**src/rtl/cg_pass_scheduler.sv**
```systemverilog
// rtl/cg_pass_scheduler.sv - layer-level pass scheduler and psum drain sequencer for NUM_CG cluster groups
module cg_pass_scheduler #(
  parameter int NUM_CG = 4,
  parameter int SEL_W  = 2,
  parameter int PASS_W = 8,
  parameter int LEN_W  = 8
) (
  input  logic              clock,
  input  logic              reset,
  input  logic              start,
  input  logic              abort,
  input  logic [PASS_W-1:0] num_pass,
  input  logic [LEN_W-1:0]  psum_rd_len,
  input  logic [NUM_CG-1:0] cg_idle,
  input  logic [NUM_CG-1:0] cg_cal_fin,
  output logic [NUM_CG-1:0] cg_en,
  output logic [NUM_CG-1:0] read_psum_en,
  output logic [SEL_W-1:0]  psum_sel,
  output logic              psum_out_valid,
  input  logic              psum_out_ready,
  output logic [PASS_W-1:0] pass_cnt,
  output logic              busy,
  output logic              layer_done
);

  typedef enum logic [2:0] {
    S_IDLE,
    S_LAUNCH,
    S_WAIT_CAL,
    S_DRAIN,
    S_DONE
  } state_t;

  state_t             state_q, state_d;
  logic [PASS_W-1:0]  pass_cnt_q, pass_cnt_d;
  logic [PASS_W-1:0]  num_pass_q, num_pass_d;
  logic [LEN_W-1:0]   len_q, len_d;
  logic [SEL_W-1:0]   sel_q, sel_d;
  logic [LEN_W-1:0]   beat_q, beat_d;
  logic [NUM_CG-1:0]  fin_seen_q, fin_seen_d;
  // zero_done_q carries the completion pulse of a zero-pass layer, which never leaves IDLE
  logic               zero_done_q, zero_done_d;

  logic               all_idle;
  logic [NUM_CG-1:0]  fin_now;

  // State and counter registers; reset returns everything to the idle values at once
  always_ff @(posedge clock or posedge reset) begin
    if (reset) begin
      state_q     <= S_IDLE;
      pass_cnt_q  <= '0;
      num_pass_q  <= '0;
      len_q       <= '0;
      sel_q       <= '0;
      beat_q      <= '0;
      fin_seen_q  <= '0;
      zero_done_q <= 1'b0;
    end else begin
      state_q     <= state_d;
      pass_cnt_q  <= pass_cnt_d;
      num_pass_q  <= num_pass_d;
      len_q       <= len_d;
      sel_q       <= sel_d;
      beat_q      <= beat_d;
      fin_seen_q  <= fin_seen_d;
      zero_done_q <= zero_done_d;
    end
  end

  // Next-state and output decode; abort overrides every transition and gates the enables
  always_comb begin
    state_d        = state_q;
    pass_cnt_d     = pass_cnt_q;
    num_pass_d     = num_pass_q;
    len_d          = len_q;
    sel_d          = sel_q;
    beat_d         = beat_q;
    fin_seen_d     = fin_seen_q;
    zero_done_d    = 1'b0;
    cg_en          = '0;
    read_psum_en   = '0;
    psum_out_valid = 1'b0;
    layer_done     = 1'b0;

    all_idle = &cg_idle;
    // A group whose cal_fin and idle rise together still counts as finished this cycle
    fin_now  = fin_seen_q | cg_cal_fin;

    case (state_q)
      S_IDLE: begin
        layer_done = zero_done_q;
        if (start) begin
          if (num_pass != '0) begin
            num_pass_d = num_pass;
            len_d      = psum_rd_len;
            pass_cnt_d = '0;
            sel_d      = '0;
            beat_d     = '0;
            state_d    = S_LAUNCH;
          end else begin
            zero_done_d = 1'b1;
          end
        end
      end
      S_LAUNCH: begin
        if (all_idle) begin
          cg_en      = '1;
          fin_seen_d = '0;
          state_d    = S_WAIT_CAL;
        end
      end
      S_WAIT_CAL: begin
        fin_seen_d = fin_now;
        if ((&fin_now) && all_idle) begin
          if (pass_cnt_q == num_pass_q - PASS_W'(1)) begin
            sel_d   = '0;
            beat_d  = '0;
            state_d = (len_q == '0) ? S_DONE : S_DRAIN;
          end else begin
            pass_cnt_d = pass_cnt_q + PASS_W'(1);
            state_d    = S_LAUNCH;
          end
        end
      end
      S_DRAIN: begin
        psum_out_valid      = 1'b1;
        read_psum_en[sel_q] = psum_out_ready;
        if (psum_out_ready) begin
          if (beat_q + LEN_W'(1) == len_q) begin
            beat_d = '0;
            if (sel_q == SEL_W'(NUM_CG - 1)) begin
              state_d = S_DONE;
            end else begin
              sel_d = sel_q + SEL_W'(1);
            end
          end else begin
            beat_d = beat_q + LEN_W'(1);
          end
        end
      end
      S_DONE: begin
        layer_done = 1'b1;
        pass_cnt_d = '0;
        sel_d      = '0;
        beat_d     = '0;
        fin_seen_d = '0;
        state_d    = S_IDLE;
      end
      default: begin
        state_d = S_IDLE;
      end
    endcase

    if (abort) begin
      state_d      = S_IDLE;
      pass_cnt_d   = '0;
      sel_d        = '0;
      beat_d       = '0;
      fin_seen_d   = '0;
      zero_done_d  = 1'b0;
      cg_en        = '0;
      read_psum_en = '0;
      layer_done   = 1'b0;
    end
  end

  assign psum_sel = sel_q;
  assign pass_cnt = pass_cnt_q;
  assign busy     = (state_q != S_IDLE);

endmodule

```
**config.mk**
```make
export PLATFORM = sky130hd
export DESIGN_NAME = cg_pass_scheduler
export DESIGN_NICKNAME = d
export VERILOG_FILES = /design/src/rtl/cg_pass_scheduler.sv
export SDC_FILE = /design/constraint.sdc
export NUM_CORES = 1
export LEC_CHECK = 0
export BUFFER_PORTS_ARGS = -buffer_cell sky130_fd_sc_hd__buf_2
export CORE_UTILIZATION = 25
export DETAILED_ROUTE_END_ITERATION = 6
export HOLD_SLACK_MARGIN = 0.06
export PLACE_DENSITY_LB_ADDON = 0.05
export SLEW_MARGIN = 0
export SYNTH_ARGS = -nofsm -noshare
export SYNTH_HDL_FRONTEND = slang
export SYNTH_SLANG_ARGS = --single-unit
```
**constraint.sdc**
```tcl
create_clock -name clock -period 2.5 [get_ports clock]
set_input_delay 0.5 -clock clock [delete_from_list [all_inputs] [get_ports clock]]
set_output_delay 0.5 -clock clock [all_outputs]
set_load 0.01 [all_outputs]
```
==> metrics.log <==
[metrics] final wirelength: 7.742 mm
[metrics] proportion of synthesized flip-flops having asynchronous set or reset: 1.000
[metrics] outcome: finished clean
[metrics] Horiz. Die Dim: 107.0 um
[metrics] maximum number of pins on one net before global-route repair: 43
[metrics] total DRC errors in the routed layout: 0
[metrics] Post-Route Utilization: 0.3359
[metrics] floorplan core area: 10510 um^2
[metrics] proportion of layout cells with a drive suffix above 1: 0.3465
[metrics] Worst Setup EP: cg_en[2]
[metrics] growth of design area from synthesis to finish: 27.99%
[metrics] area of all sequential standard cells: 1054 um^2
[metrics] number of antenna violations at the first check in global routing: 0
[metrics] latest clock arrival within the worst-skew pair: 0.30 ns
[metrics] Max Fanout on Critical Path: 6
[metrics] total nets after synthesis: 341
[metrics] fmax: 420.0 MHz
[metrics] Detail Placement HPWL: 5.823 mm
[metrics] Ant. Diodes: 0
[metrics] CTS root buffer: clkbuf_8
[metrics] vias post-DR: 2539
[metrics] Post-Synthesis Cells: 305
[metrics] Max IR drop VDD: 0.0002887 V
[metrics] number of synthesized flops with an enable pin: 0
[metrics] synthesized cell area: 2758 um^2
[metrics] overall die height: 107.0 um
[metrics] worst hold margin: 0.3343 ns
[metrics] share of the synthesized netlist area taken by xor and xnor gates: 0.05036
[metrics] Port Buffer Count: 49
[metrics] wire length of the first global-routing pass: 12.59 mm
[metrics] Die Outline Area: 11450 um^2
[metrics] net switching power of the design: 1.147 mW
[metrics] GR Util All Layers: 0.1428
[metrics] worst slew margin relative to its limit: 0.6029
[metrics] synthesis-stage register bit count: 42
[metrics] endpoint arrival time on the critical path: 1.88 ns
[metrics] Main synth FF type: dfrtp_1
[metrics] Internal Power: 1.815 mW
[metrics] count of filler cells inserted in the layout: 1079
[metrics] First DRT Iteration DRCs: 94
[metrics] slew of the pin with the lowest slew margin: 0.5957 ns
[metrics] largest buffer count on any clock path: 2
[metrics] TritonRoute pass-1 iters: 4
[metrics] area fraction in compound gates after synthesis: 0.1760
[metrics] worst-path cell chain: inv_1, or4_1, nor2_2, buf_2
[metrics] count of yosys warnings during synthesis: 0
[metrics] post-route clock period utilization: 0.9524
[metrics] setup ws final: 0.1189 ns
[metrics] minimum clock period: 2.381 ns
[metrics] share of total power consumed by net switching: 0.3872
[metrics] RSZ-0062 raised after global routing: yes
[metrics] dominant combinational cell family by area after synthesis: simple AND/OR/NAND/NOR gates
[metrics] worst slack at placement: -0.09504 ns
[metrics] power per cell area: 839.0 nW/um^2
[metrics] critical register-to-register path startpoint: num_pass_q[2]$_DFFE_PP0P_
[metrics] GR Overflow Total: 0
[metrics] count of distinct cell types in the synthesized netlist: 57
[metrics] most common cell after layout, fill and taps aside: buf_2
[metrics] Cell Area, Placed: 3333 um^2
[metrics] Final Hold Viols: 0
[metrics] average wire per standard cell: 14.97 um
[metrics] launching element type of the critical path: flip-flop
[metrics] worst stage delay on the critical path: 0.64 ns
[metrics] count of H-tree levels built during CTS: 2
[metrics] Post-Synth Simple-Gate Area: 0.2319
[metrics] via count of the first global-routing pass: 2443
[metrics] cell area after layout: 3530 um^2
[metrics] Post-Route Skew: 0.006407 ns
[metrics] clock-pin slew on the worst setup and hold paths: 0.09 ns
[metrics] multiplexer share of the synthesized area: 0.07668
[metrics] type of the most critical hold path: in2async
[metrics] CTS hold repair buffers: 0
[metrics] commonest cells after routing, fill and taps aside: 49 x buf_2, 40 x dfrtp_1, 34 x buf_4
[metrics] number of pins with negative max-slew slack in the final report: 0
[metrics] post-synthesis area per instance: 9.041 um^2
[metrics] share of synthesized area occupied by flip-flops and latches: 0.3811
[metrics] critical path class: reg2out
[metrics] required time of the critical path: 2.00 ns
[metrics] endpoint kind of the worst setup timing path: primary output
[metrics] share of synthesized cell area in full adder, half adder and majority cells: 0.03176
[metrics] Final nets: 416
[metrics] number of cell rows: 37
[metrics] count of clock tree sinks: 42
[metrics] part of the total power dissipated in combinational logic: 0.460
[metrics] number of cells traversed by the worst register-to-register path: 7
[metrics] launch point of the critical path: state_q[0]$_DFFE_PP0P_
[metrics] worst reg2reg endpoint: pass_cnt[3]$_DFFE_PP0P_
[metrics] maximum capacitance violations: 0
[metrics] CTS Buf Count: 5
[metrics] final estimated routing congestion in global placement: 0.7766
[metrics] multi-input combinational cell area: 1625 um^2
[metrics] cell with the largest stage delay on the worst path: or4_1
[metrics] # setup viols final: 0
[metrics] clock share of power: 0.191
[metrics] drt via density: 4.911
[metrics] LEAKAGE: 1.547 nW
[metrics] worst setup slack for register-to-register paths: 0.15 ns
[metrics] antenna viol nets, final: 0
[metrics] clock tree from TritonCTS: built
[metrics] starting density of the core: 0.2624
[metrics] relative contribution of sequential cells to total power: 0.349
[metrics] number of top-level pins: 50
## worst max-delay path, delay by kind of cell, from the launching register on
kind / cells / cell delay [ns]
AND/OR/NAND/NOR: 2 / 0.83
flip-flops: 1 / 0.46
buffers and inverters: 2 / 0.30
## state kept, by name (all words and copies together), names as in the netlist
signal       flops
beat_q           8
pass_cnt         8
zero_done_q      1
psum_sel         2
state_q          3
num_pass_q       8
fin_seen_q       4
len_q            8
## cell usage after synthesis (2+ instances only)
cell type   n  area (um^2)
nor3_1      9        45.04
nand3_1    13        65.06
clkbuf_1    7        26.28
or3_1       9        56.30
nand4_1     3        18.77
inv_1      19        71.32
o21bai_1    2        15.01
o21ai_0    14        70.07
nand2_1    25        93.84
xor2_1      3        26.28
mux2i_1     2        20.02
mux2_2     17        191.4
and2_1      2        12.51
buf_2       4        20.02
nor2b_1     3        18.77
o211ai_1    5        37.54
nand3b_1    2        15.01
and3_1      7        43.79
ha_1        7        87.58
nand2b_1    3        18.77
dfrtp_1    42         1051
nor2_1     21        78.83
o22ai_1     8        50.05
a31oi_1     7        43.79
buf_4       3        22.52
nor4_1      4        25.02
nor3b_1     3        22.52
or4_1       6        45.04
o211a_1     4        40.04
a22o_1      2        17.52
xnor2_1    11        96.34
o31ai_1     2        15.01
a21oi_1    12        60.06
## per-stage QoR
step	std cells	total power, mW	TNS, ns
2_1_floorplan	305	1.894	0
4_1_cts	514	2.947	-0.003110
3_5_place_dp	506	2.368	-0.6407
6_report	517	2.961	0
5_1_grt	517	3.192	-0.1329
3_3_place_gp	506	2.382	-0.5543
## metal layers
| layer | GRT usage | wire length, um |
|---|---|---|
| met1 | 0.2044 | 3949 |
| met2 | 0.2138 | 3456 |
| met3 | 0.02553 | 227 |
| met4 | 0.04990 | 109 |
| met5 | 0 | 0 |
## cell type report
type                       count  share of cell area
sequential                    42              0.2985
clock buffer                   5             0.01950
clock inverter                 3             0.01134
multi-input combinational    229              0.4605
timing repair buffer          83              0.1418
tap                          136             0.04821
inverter                      19             0.02021
## power groups by stage
| stage | Clock [mW] | Combinational (mW) | Sequential, mW |
|---|---|---|---|
| floorplan | 0 | 0.891 | 1.00 |
| global placement | 0 | 1.32 | 1.06 |
| detailed placement | 0 | 1.31 | 1.06 |
| CTS | 0.583 | 1.32 | 1.04 |
| global route | 0.607 | 1.52 | 1.07 |
| finish | 0.565 | 1.36 | 1.03 |
## worst min-delay path by stage
stage                              startpoint                         to  slack [ns]  cells after the start
global placement    fin_seen_q[3]$_DFFE_PP0P_  fin_seen_q[3]$_DFFE_PP0P_        0.48                      2
global route                            reset       len_q[1]$_DFFE_PP0P_        0.40                      3
CTS                                     reset       len_q[0]$_DFFE_PP0P_        0.36                      3
floorplan           fin_seen_q[1]$_DFFE_PP0P_  fin_seen_q[1]$_DFFE_PP0P_        0.46                      2
finish                                  reset       len_q[1]$_DFFE_PP0P_        0.33                      3
detailed placement  fin_seen_q[3]$_DFFE_PP0P_  fin_seen_q[3]$_DFFE_PP0P_        0.48                      2
## logic make-up (layout without fill, tap and decap cells)
family,count (synthesis),count (layout)
AND/OR/NAND/NOR,117,117
adder cells (fa/ha/maj),7,7
buffers and inverters,34,110
XOR/XNOR,15,15
multiplexers,19,19
AO/OA/AOI/OAI,71,71
flip-flops,42,42
## timing repair
action                                  CTS  global route
pin swaps                                 0             7
gates resized for setup                   2            14
buffers inserted                          0             3
endpoints found under the setup margin    6            19
No activity file was read; power rests on OpenSTA's default activity.
